<file path="src/rtl/mano_pkg.sv">
// Shared definitions for the parametrised Mano core: opcodes,
// register-reference masks, sequence-counter states, ALU operations
// and the parameter legality check.
package mano_pkg;

    // Smallest word that still holds I + 3-bit opcode + 12 register-reference bits.
    localparam int MIN_DATA_W  = 16;
    // I bit plus 3 opcode bits sit above the address field.
    localparam int ADDR_MARGIN = 4;

    // Memory-reference opcodes; 7 selects the register-reference group.
    localparam logic [2:0] OP_AND = 3'd0;
    localparam logic [2:0] OP_ADD = 3'd1;
    localparam logic [2:0] OP_LDA = 3'd2;
    localparam logic [2:0] OP_STA = 3'd3;
    localparam logic [2:0] OP_BUN = 3'd4;
    localparam logic [2:0] OP_BSA = 3'd5;
    localparam logic [2:0] OP_ISZ = 3'd6;
    localparam logic [2:0] OP_REG = 3'd7;

    // Register-reference operations, one bit each in IR[11:0].
    localparam logic [11:0] RR_CLA = 12'h800;
    localparam logic [11:0] RR_CLE = 12'h400;
    localparam logic [11:0] RR_CMA = 12'h200;
    localparam logic [11:0] RR_CME = 12'h100;
    localparam logic [11:0] RR_CIR = 12'h080;
    localparam logic [11:0] RR_CIL = 12'h040;
    localparam logic [11:0] RR_INC = 12'h020;
    localparam logic [11:0] RR_SPA = 12'h010;
    localparam logic [11:0] RR_SNA = 12'h008;
    localparam logic [11:0] RR_SZA = 12'h004;
    localparam logic [11:0] RR_SZE = 12'h002;
    localparam logic [11:0] RR_HLT = 12'h001;

    // Sequence counter timing states.
    typedef enum logic [2:0] {
        T0 = 3'd0, T1 = 3'd1, T2 = 3'd2, T3 = 3'd3,
        T4 = 3'd4, T5 = 3'd5, T6 = 3'd6
    } sc_e;

    // Operations the ALU applies to {E,AC}; ALU_NOP passes both through.
    typedef enum logic [3:0] {
        ALU_NOP, ALU_AND, ALU_ADD, ALU_LDA, ALU_CLA, ALU_CLE,
        ALU_CMA, ALU_CME, ALU_CIR, ALU_CIL, ALU_INC
    } alu_op_e;

    // True when the requested widths can hold the instruction format.
    function automatic bit params_ok(input int data_w, input int addr_w);
        return (data_w >= MIN_DATA_W) && (addr_w <= data_w - ADDR_MARGIN);
    endfunction

    // True when the register-reference field has the given operation bit set.
    function automatic logic rr_has(input logic [11:0] rr, input logic [11:0] mask);
        return |(rr & mask);
    endfunction

endpackage

</file>
<file path="src/rtl/mano_alu.sv">
// Combinational accumulator datapath: produces the next {E,AC} for
// the memory-reference arithmetic and the register-reference AC/E ops.
module mano_alu
    import mano_pkg::*;
#(
    parameter int DATA_W = 16
) (
    input  alu_op_e           op,
    input  logic [DATA_W-1:0] ac,
    input  logic [DATA_W-1:0] dr,
    input  logic              e,
    output logic [DATA_W-1:0] ac_next,
    output logic              e_next
);

    // Next accumulator/extend value; E only moves on ADD, CLE, CME, CIR, CIL.
    always_comb begin
        // NOTE: every output gets a default first so no path can infer a latch.
        ac_next = ac;
        e_next  = e;
        case (op)
            ALU_AND: ac_next = ac & dr;
            ALU_ADD: {e_next, ac_next} = {1'b0, ac} + {1'b0, dr};
            ALU_LDA: ac_next = dr;
            ALU_CLA: ac_next = '0;
            ALU_CLE: e_next  = 1'b0;
            ALU_CMA: ac_next = ~ac;
            ALU_CME: e_next  = ~e;
            ALU_CIR: begin
                ac_next = {e, ac[DATA_W-1:1]};
                e_next  = ac[0];
            end
            ALU_CIL: begin
                ac_next = {ac[DATA_W-2:0], e};
                e_next  = ac[DATA_W-1];
            end
            ALU_INC: ac_next = ac + DATA_W'(1);
            default: ;
        endcase
    end

endmodule

</file>
<file path="src/rtl/mano_core_param.sv">
// Parametrised Mano basic computer core. The sequence counter steps
// T0..T6 and stalls on every memory access until mem_ack.
module mano_core_param
    import mano_pkg::*;
#(
    parameter int                DATA_W   = 16,
    parameter int                ADDR_W   = 12,
    parameter logic [ADDR_W-1:0] RESET_PC = '0
) (
    input  logic              CLK,
    input  logic              RST_N,
    output logic              mem_req,
    output logic              mem_we,
    output logic [ADDR_W-1:0] mem_addr,
    output logic [DATA_W-1:0] mem_wdata,
    input  logic [DATA_W-1:0] mem_rdata,
    input  logic              mem_ack,
    output logic              halted,
    output logic [ADDR_W-1:0] PC,
    output logic [ADDR_W-1:0] AR,
    output logic [DATA_W-1:0] AC,
    output logic [DATA_W-1:0] DR,
    output logic [DATA_W-1:0] IR,
    output logic              E,
    output logic [2:0]        SC
);

    if (!params_ok(DATA_W, ADDR_W)) begin : g_param_check
        $error("mano_core_param: need DATA_W >= 16 and ADDR_W <= DATA_W-4");
    end

    logic [ADDR_W-1:0] pc_q, pc_d, ar_q, ar_d;
    logic [DATA_W-1:0] ac_q, ac_d, dr_q, dr_d, ir_q, ir_d;
    logic              e_q, e_d, ind_q, ind_d, halted_q, halted_d;
    sc_e               sc_q, sc_d;

    logic [2:0]        opcode;
    logic [11:0]       rr;
    logic              reg_ref;
    logic              done;
    logic              skip;
    alu_op_e           alu_op;
    logic [DATA_W-1:0] alu_ac;
    logic              alu_e;

    assign opcode  = ir_q[DATA_W-2:DATA_W-4];
    assign rr      = ir_q[11:0];
    assign reg_ref = (opcode == OP_REG);
    assign done    = mem_req && mem_ack;

    // Select the ALU operation for the current timing state.
    always_comb begin
        alu_op = ALU_NOP;
        if (!halted_q) begin
            if (sc_q == T5) begin
                case (opcode)
                    OP_AND:  alu_op = ALU_AND;
                    OP_ADD:  alu_op = ALU_ADD;
                    OP_LDA:  alu_op = ALU_LDA;
                    default: ;
                endcase
            end else if (sc_q == T3 && reg_ref && !ind_q) begin
                if      (rr_has(rr, RR_CLA)) alu_op = ALU_CLA;
                else if (rr_has(rr, RR_CLE)) alu_op = ALU_CLE;
                else if (rr_has(rr, RR_CMA)) alu_op = ALU_CMA;
                else if (rr_has(rr, RR_CME)) alu_op = ALU_CME;
                else if (rr_has(rr, RR_CIR)) alu_op = ALU_CIR;
                else if (rr_has(rr, RR_CIL)) alu_op = ALU_CIL;
                else if (rr_has(rr, RR_INC)) alu_op = ALU_INC;
            end
        end
    end

    mano_alu #(.DATA_W(DATA_W)) u_alu (
        .op      (alu_op),
        .ac      (ac_q),
        .dr      (dr_q),
        .e       (e_q),
        .ac_next (alu_ac),
        .e_next  (alu_e)
    );

    // Memory request outputs, decoded from registered state only so they hold until ack.
    always_comb begin
        mem_req   = 1'b0;
        mem_we    = 1'b0;
        mem_wdata = '0;
        if (!halted_q) begin
            case (sc_q)
                T1: mem_req = 1'b1;
                T3: mem_req = !reg_ref && ind_q;
                T4: begin
                    case (opcode)
                        OP_AND, OP_ADD, OP_LDA, OP_ISZ: mem_req = 1'b1;
                        OP_STA: begin
                            mem_req   = 1'b1;
                            mem_we    = 1'b1;
                            mem_wdata = ac_q;
                        end
                        OP_BSA: begin
                            mem_req   = 1'b1;
                            mem_we    = 1'b1;
                            mem_wdata = DATA_W'(pc_q);
                        end
                        default: ;
                    endcase
                end
                T6: begin
                    mem_req   = (opcode == OP_ISZ);
                    mem_we    = (opcode == OP_ISZ);
                    mem_wdata = dr_q;
                end
                default: ;
            endcase
        end
    end

    // Next-state and register-transfer decode; access states advance only on ack.
    always_comb begin
        pc_d     = pc_q;
        ar_d     = ar_q;
        dr_d     = dr_q;
        ir_d     = ir_q;
        ind_d    = ind_q;
        halted_d = halted_q;
        sc_d     = sc_q;
        ac_d     = alu_ac;
        e_d      = alu_e;
        skip     = 1'b0;
        if (!halted_q) begin
            case (sc_q)
                T0: begin
                    ar_d = pc_q;
                    sc_d = T1;
                end
                T1: if (done) begin
                    ir_d = mem_rdata;
                    pc_d = pc_q + ADDR_W'(1);
                    sc_d = T2;
                end
                T2: begin
                    ar_d  = ir_q[ADDR_W-1:0];
                    ind_d = ir_q[DATA_W-1];
                    sc_d  = T3;
                end
                T3: begin
                    if (reg_ref) begin
                        if (!ind_q) begin
                            skip = (rr_has(rr, RR_SPA) && !ac_q[DATA_W-1]) ||
                                   (rr_has(rr, RR_SNA) &&  ac_q[DATA_W-1]) ||
                                   (rr_has(rr, RR_SZA) && (ac_q == '0))    ||
                                   (rr_has(rr, RR_SZE) && !e_q);
                            if (skip) pc_d = pc_q + ADDR_W'(1);
                            if (rr_has(rr, RR_HLT)) halted_d = 1'b1;
                        end
                        sc_d = T0;
                    end else if (ind_q) begin
                        if (done) begin
                            ar_d = mem_rdata[ADDR_W-1:0];
                            sc_d = T4;
                        end
                    end else begin
                        sc_d = T4;
                    end
                end
                T4: begin
                    case (opcode)
                        OP_AND, OP_ADD, OP_LDA, OP_ISZ: if (done) begin
                            dr_d = mem_rdata;
                            sc_d = T5;
                        end
                        OP_STA: if (done) sc_d = T0;
                        OP_BUN: begin
                            pc_d = ar_q;
                            sc_d = T0;
                        end
                        OP_BSA: if (done) begin
                            ar_d = ar_q + ADDR_W'(1);
                            sc_d = T5;
                        end
                        default: sc_d = T0;
                    endcase
                end
                T5: begin
                    case (opcode)
                        OP_BSA: begin
                            pc_d = ar_q;
                            sc_d = T0;
                        end
                        OP_ISZ: begin
                            dr_d = dr_q + DATA_W'(1);
                            sc_d = T6;
                        end
                        default: sc_d = T0;
                    endcase
                end
                T6: begin
                    if (opcode != OP_ISZ) begin
                        sc_d = T0;
                    end else if (done) begin
                        if (dr_q == '0) pc_d = pc_q + ADDR_W'(1);
                        sc_d = T0;
                    end
                end
                default: sc_d = T0;
            endcase
        end
    end

    // Architectural state register with asynchronous reset.
    always_ff @(posedge CLK or negedge RST_N) begin
        if (!RST_N) begin
            pc_q     <= RESET_PC;
            ar_q     <= '0;
            ac_q     <= '0;
            dr_q     <= '0;
            ir_q     <= '0;
            e_q      <= 1'b0;
            ind_q    <= 1'b0;
            halted_q <= 1'b0;
            sc_q     <= T0;
        end else begin
            // NOTE: non-blocking so every register samples the pre-edge values.
            pc_q     <= pc_d;
            ar_q     <= ar_d;
            ac_q     <= ac_d;
            dr_q     <= dr_d;
            ir_q     <= ir_d;
            e_q      <= e_d;
            ind_q    <= ind_d;
            halted_q <= halted_d;
            sc_q     <= sc_d;
        end
    end

    assign mem_addr = ar_q;
    assign halted   = halted_q;
    assign PC       = pc_q;
    assign AR       = ar_q;
    assign AC       = ac_q;
    assign DR       = dr_q;
    assign IR       = ir_q;
    assign E        = e_q;
    assign SC       = sc_q;

endmodule
</file>
<file path="config.mk">
export PLATFORM = sky130hd
export DESIGN_NAME = mano_core_param
export DESIGN_NICKNAME = d
export VERILOG_FILES = /design/src/rtl/mano_pkg.sv /design/src/rtl/mano_alu.sv /design/src/rtl/mano_core_param.sv
export SDC_FILE = /design/constraint.sdc
export NUM_CORES = 1
export LEC_CHECK = 0
export ABC_CLOCK_PERIOD_IN_PS = 2900
export CORE_MARGIN = 2
export CORE_UTILIZATION = 54
export DETAILED_ROUTE_END_ITERATION = 16
export HOLD_SLACK_MARGIN = 0.05
export PLACE_DENSITY = 0.84
export REMOVE_ABC_BUFFERS = 1
export SYNTH_ARGS = -nofsm -noshare
export SYNTH_HDL_FRONTEND = slang
export SYNTH_SLANG_ARGS = --single-unit
</file>
<file path="constraint.sdc">
create_clock -name CLK -period 2.9 [get_ports CLK]
set_input_delay 0.725 -clock CLK [delete_from_list [all_inputs] [get_ports CLK]]
set_output_delay 0.725 -clock CLK [all_outputs]
set_load 0.05 [all_outputs]
</file>
==> out/qor.yml <==
worst_setup_path:
  reg2reg_depth: 8
  required_ns: 2.17
  critPathSlowestCell: "a222oi_1"
  criticalPathCategory: "reg2out"
  critical_path.cell_chain: "buf_4 -> inv_4 -> nor2_1 -> buf_12 -> a222oi_1 -> nor2_1 -> buf_12"
  path_buf_inv: 4
  end_kind: "output port"
  start_kind: "register"
  cp.arrival_ns: 2.21
  crit_family: "buffers and inverters"
  max_stage_delay_ns: 0.54
  cp_max_fo: 17
  crit_cells: 7
routing:
  vias: 8419
  routedWlPerCell_um: 22.8
  drc_errors: 0
  wl_um: 27800
  drt_iter0_markers: 1249
  dr.pass1.iters: 10
  routed_via_density: 6.91
  ant_nets: 0
synth:
  synth_largest_area_cell: "dfrtp_1"
  syn_avg_cell_area_um2: 7.88
  synth_edf_count: 0
  synth_area_leaders: "dfrtp_1, a21oi_1, o21ai_0"
  async_flop_share_pct: 100
  synth-seq-area-share_pct: 27.9
  yosys_register_bits: 78
  netlist_area_mm2: 0.00700
  ys.flop_type: "dfrtp_1"
  synth_cells: 888
  yosysWarnings: 0
  synth.distinct_cells: 86
  netlist.area_leader.share_pct: 27.9
power:
  vdd_ir_drop_max_v: 0.00108
  leakage_nw: 3.82
  pwr_density_cell_mw_per_mm2: 1430
  fin_total_pwr_mw: 13.5
sta:
  setup_viol: 3
  rsz0062_at_grt: "yes"
  maxSlewHeadroom_pct: 52.2
  fin_crit_sh_pct: 101
  skew_ns: 0.00631
  hold_viol_final: 0
  setup_slack_ns: -0.0335
  fmax_mhz: 341
  worst_pin_slew_ns: 0.699
  period_needed_ns: 2.93
  fin_hold_ws_ns: 0.363
  slew_violations: 0
cells_and_area:
  design_area_mm2: 0.00947
  drive_gt1_share_pct: 18.0
  final_util_pct: 75.0
  syn2layout_area_growth_pct: 35.3
  antenna_cells: 0
  n_fill_cell: 956
  nets: 1084
min_path:
  hold_class: "in2async"
clock_network:
  cts.clk_slew.worst_paths_ns: 0.07
  clockBufferDepth: 2
  clock-root-buffer: "clkbuf_16"
  clock_latency_ns: 0.36
  htree_levels: 3
  clkSinkCount: 78
  cts_tree: "built"
  numCtsBuffers: 9
  cts_hold_buf: 0
die:
  fp.dieArea_mm2: 0.0139
  die_y_um: 118
  core_area_mm2: 0.0126
  die_w_um: 118
  rows: 41
  ios: 126
  start_util_pct: 55.4
global_routing:
  grt_pass1_vias: 7869
  globalRouteOverflowTotal: 0
  grt_pass1_wl_um: 42400
  antenna_found_initial: 0
  grt_max_degree: 46
  grt_use_total_pct: 38.5
placement:
  port_buffers: 125
  place_area_mm2: 0.00903
  dp_slack_ns: -0.00375
  gp_congestion: 1.03
  dp_hpwl_um: 20000
flow_run:
  maxCapViolCount: 0
status:
  violations: "setup timing"
  status: "complete, but fails checks"
-- final cells by class --
class	count	area, um^2	area share (%)
clock inverters	6	93.8	0.991
multi-input cells	705	4630	49.0
inverters	24	92.6	0.978
well taps	172	215	2.27
flip-flops and latches	78	1960	20.7
clock buffers	9	225	2.38
repair buffers	224	2250	23.7
-- through the flow --
stage / TNS, ns / cells
2_1_floorplan: -44.25 / 807
3_3_place_gp: 0 / 1198
3_5_place_dp: -0.00375 / 1198
4_1_cts: 0 / 1217
5_1_grt: -0.0878 / 1218
6_report: -0.0400 / 1218
-- path summary, 6_finish.rpt --
kind	from	endpoint	slack [ns]
setup reg to reg	SC[1]	AC[2]	0.09
max in group asynchronous	RST_N	SC[0]	1.90
hold reg to reg	IR[15]	IR[15]	0.54
min in group CLK	IR[15]	IR[15]	0.54
setup / recovery	SC[1]	mem_wdata[11]	-0.03
hold / removal	RST_N	DR[5]	0.36
-- layer usage --
| layer | routed length, um | vias to the layer above | part of all wire, % | GRT usage, % |
|---|---|---|---|---|
| met5 | 0 | - | 0 | 0 |
| met4 | 1670 | 0 | 6.0 | 21.3 |
| met3 | 3270 | 157 | 12 | 6.88 |
| met2 | 12800 | 686 | 46 | 62.8 |
| met1 | 10100 | 3897 | 36 | 48.2 |
| li1 | - | 3679 | - | - |
-- placed cells by master, fill, tap and decap left out, drive strengths merged, types with 23 or more instances in the layout --
| cell type | count |
|---|---|
| nand3 | 41 |
| nor2 | 67 |
| o21ai | 79 |
| nand2 | 75 |
| dfrtp | 78 |
| clkdlybuf4s50 | 104 |
| inv | 26 |
| a21oi | 96 |
| buf | 119 |
| nor3 | 23 |
-- state kept, by name, summed over array words and instances (netlist names) --
name and flops:
SC 3, AC 16, E 1, AR 12, halted 1, ind_q 1, IR 16, DR 16
PC 12
-- where the power goes --
group	switching, mW	internal [mW]
clock network	0.532	0.758
registers	0.991	1.61
logic	6.00	3.61
total	7.52	5.98
-- timing repair --
action,in CTS,in global routing
pin swaps,4,7
resized for setup,6,17
setup buffers,4,1
endpoints found under the setup margin,17,16
-- worst reg2reg max path, stage by stage, from the launching register on --
cell and delay [ns]:
dfrtp_1 0.45, buf_4 0.21, nand4bb_1 0.25, a211oi_4 0.39
a211oi_2 0.10, and2_1 0.35, a221o_1 0.44, o41ai_1 0.37
o21ai_1 0.12
-- cell usage after synthesis, types with 4 or more instances --
cell type	number
nand2_1	74
nor2_1	67
ha_1	22
or3_1	10
a22oi_1	4
o22a_1	10
a2bb2oi_1	12
o21ai_1	7
and2_1	6
xnor2_1	7
a2111oi_0	6
inv_1	23
o21ai_0	71
xor2_1	7
a32oi_1	4
buf_1	4
nor3_1	22
a222oi_1	14
o22ai_1	16
nand4_1	11
a31oi_1	17
buf_2	15
a41oi_1	4
nor2b_1	8
mux2i_1	14
or2_2	6
o211ai_1	8
nor4_1	10
a221oi_1	8
mux2_1	8
and3_1	10
a21o_1	6
mux2_2	13
a211oi_1	6
dfrtp_1	78
nand3_1	41
clkbuf_1	46
buf_4	14
nand2b_1	9
nor3b_1	8
a21oi_1	96
-- kinds of logic (layout without fill, tap and decap cells) --
logic type,Yosys count,in the layout,share of synthesized area [%]
compound gates,330,330,31.7
xor+xnor,14,14,1.75
fa+ha+maj,23,23,4.22
buf+inv,105,263,6.78
flops,78,78,27.9
mux,35,35,5.38
simple gates,303,303,22.3
(Power assumes the default switching activity.)
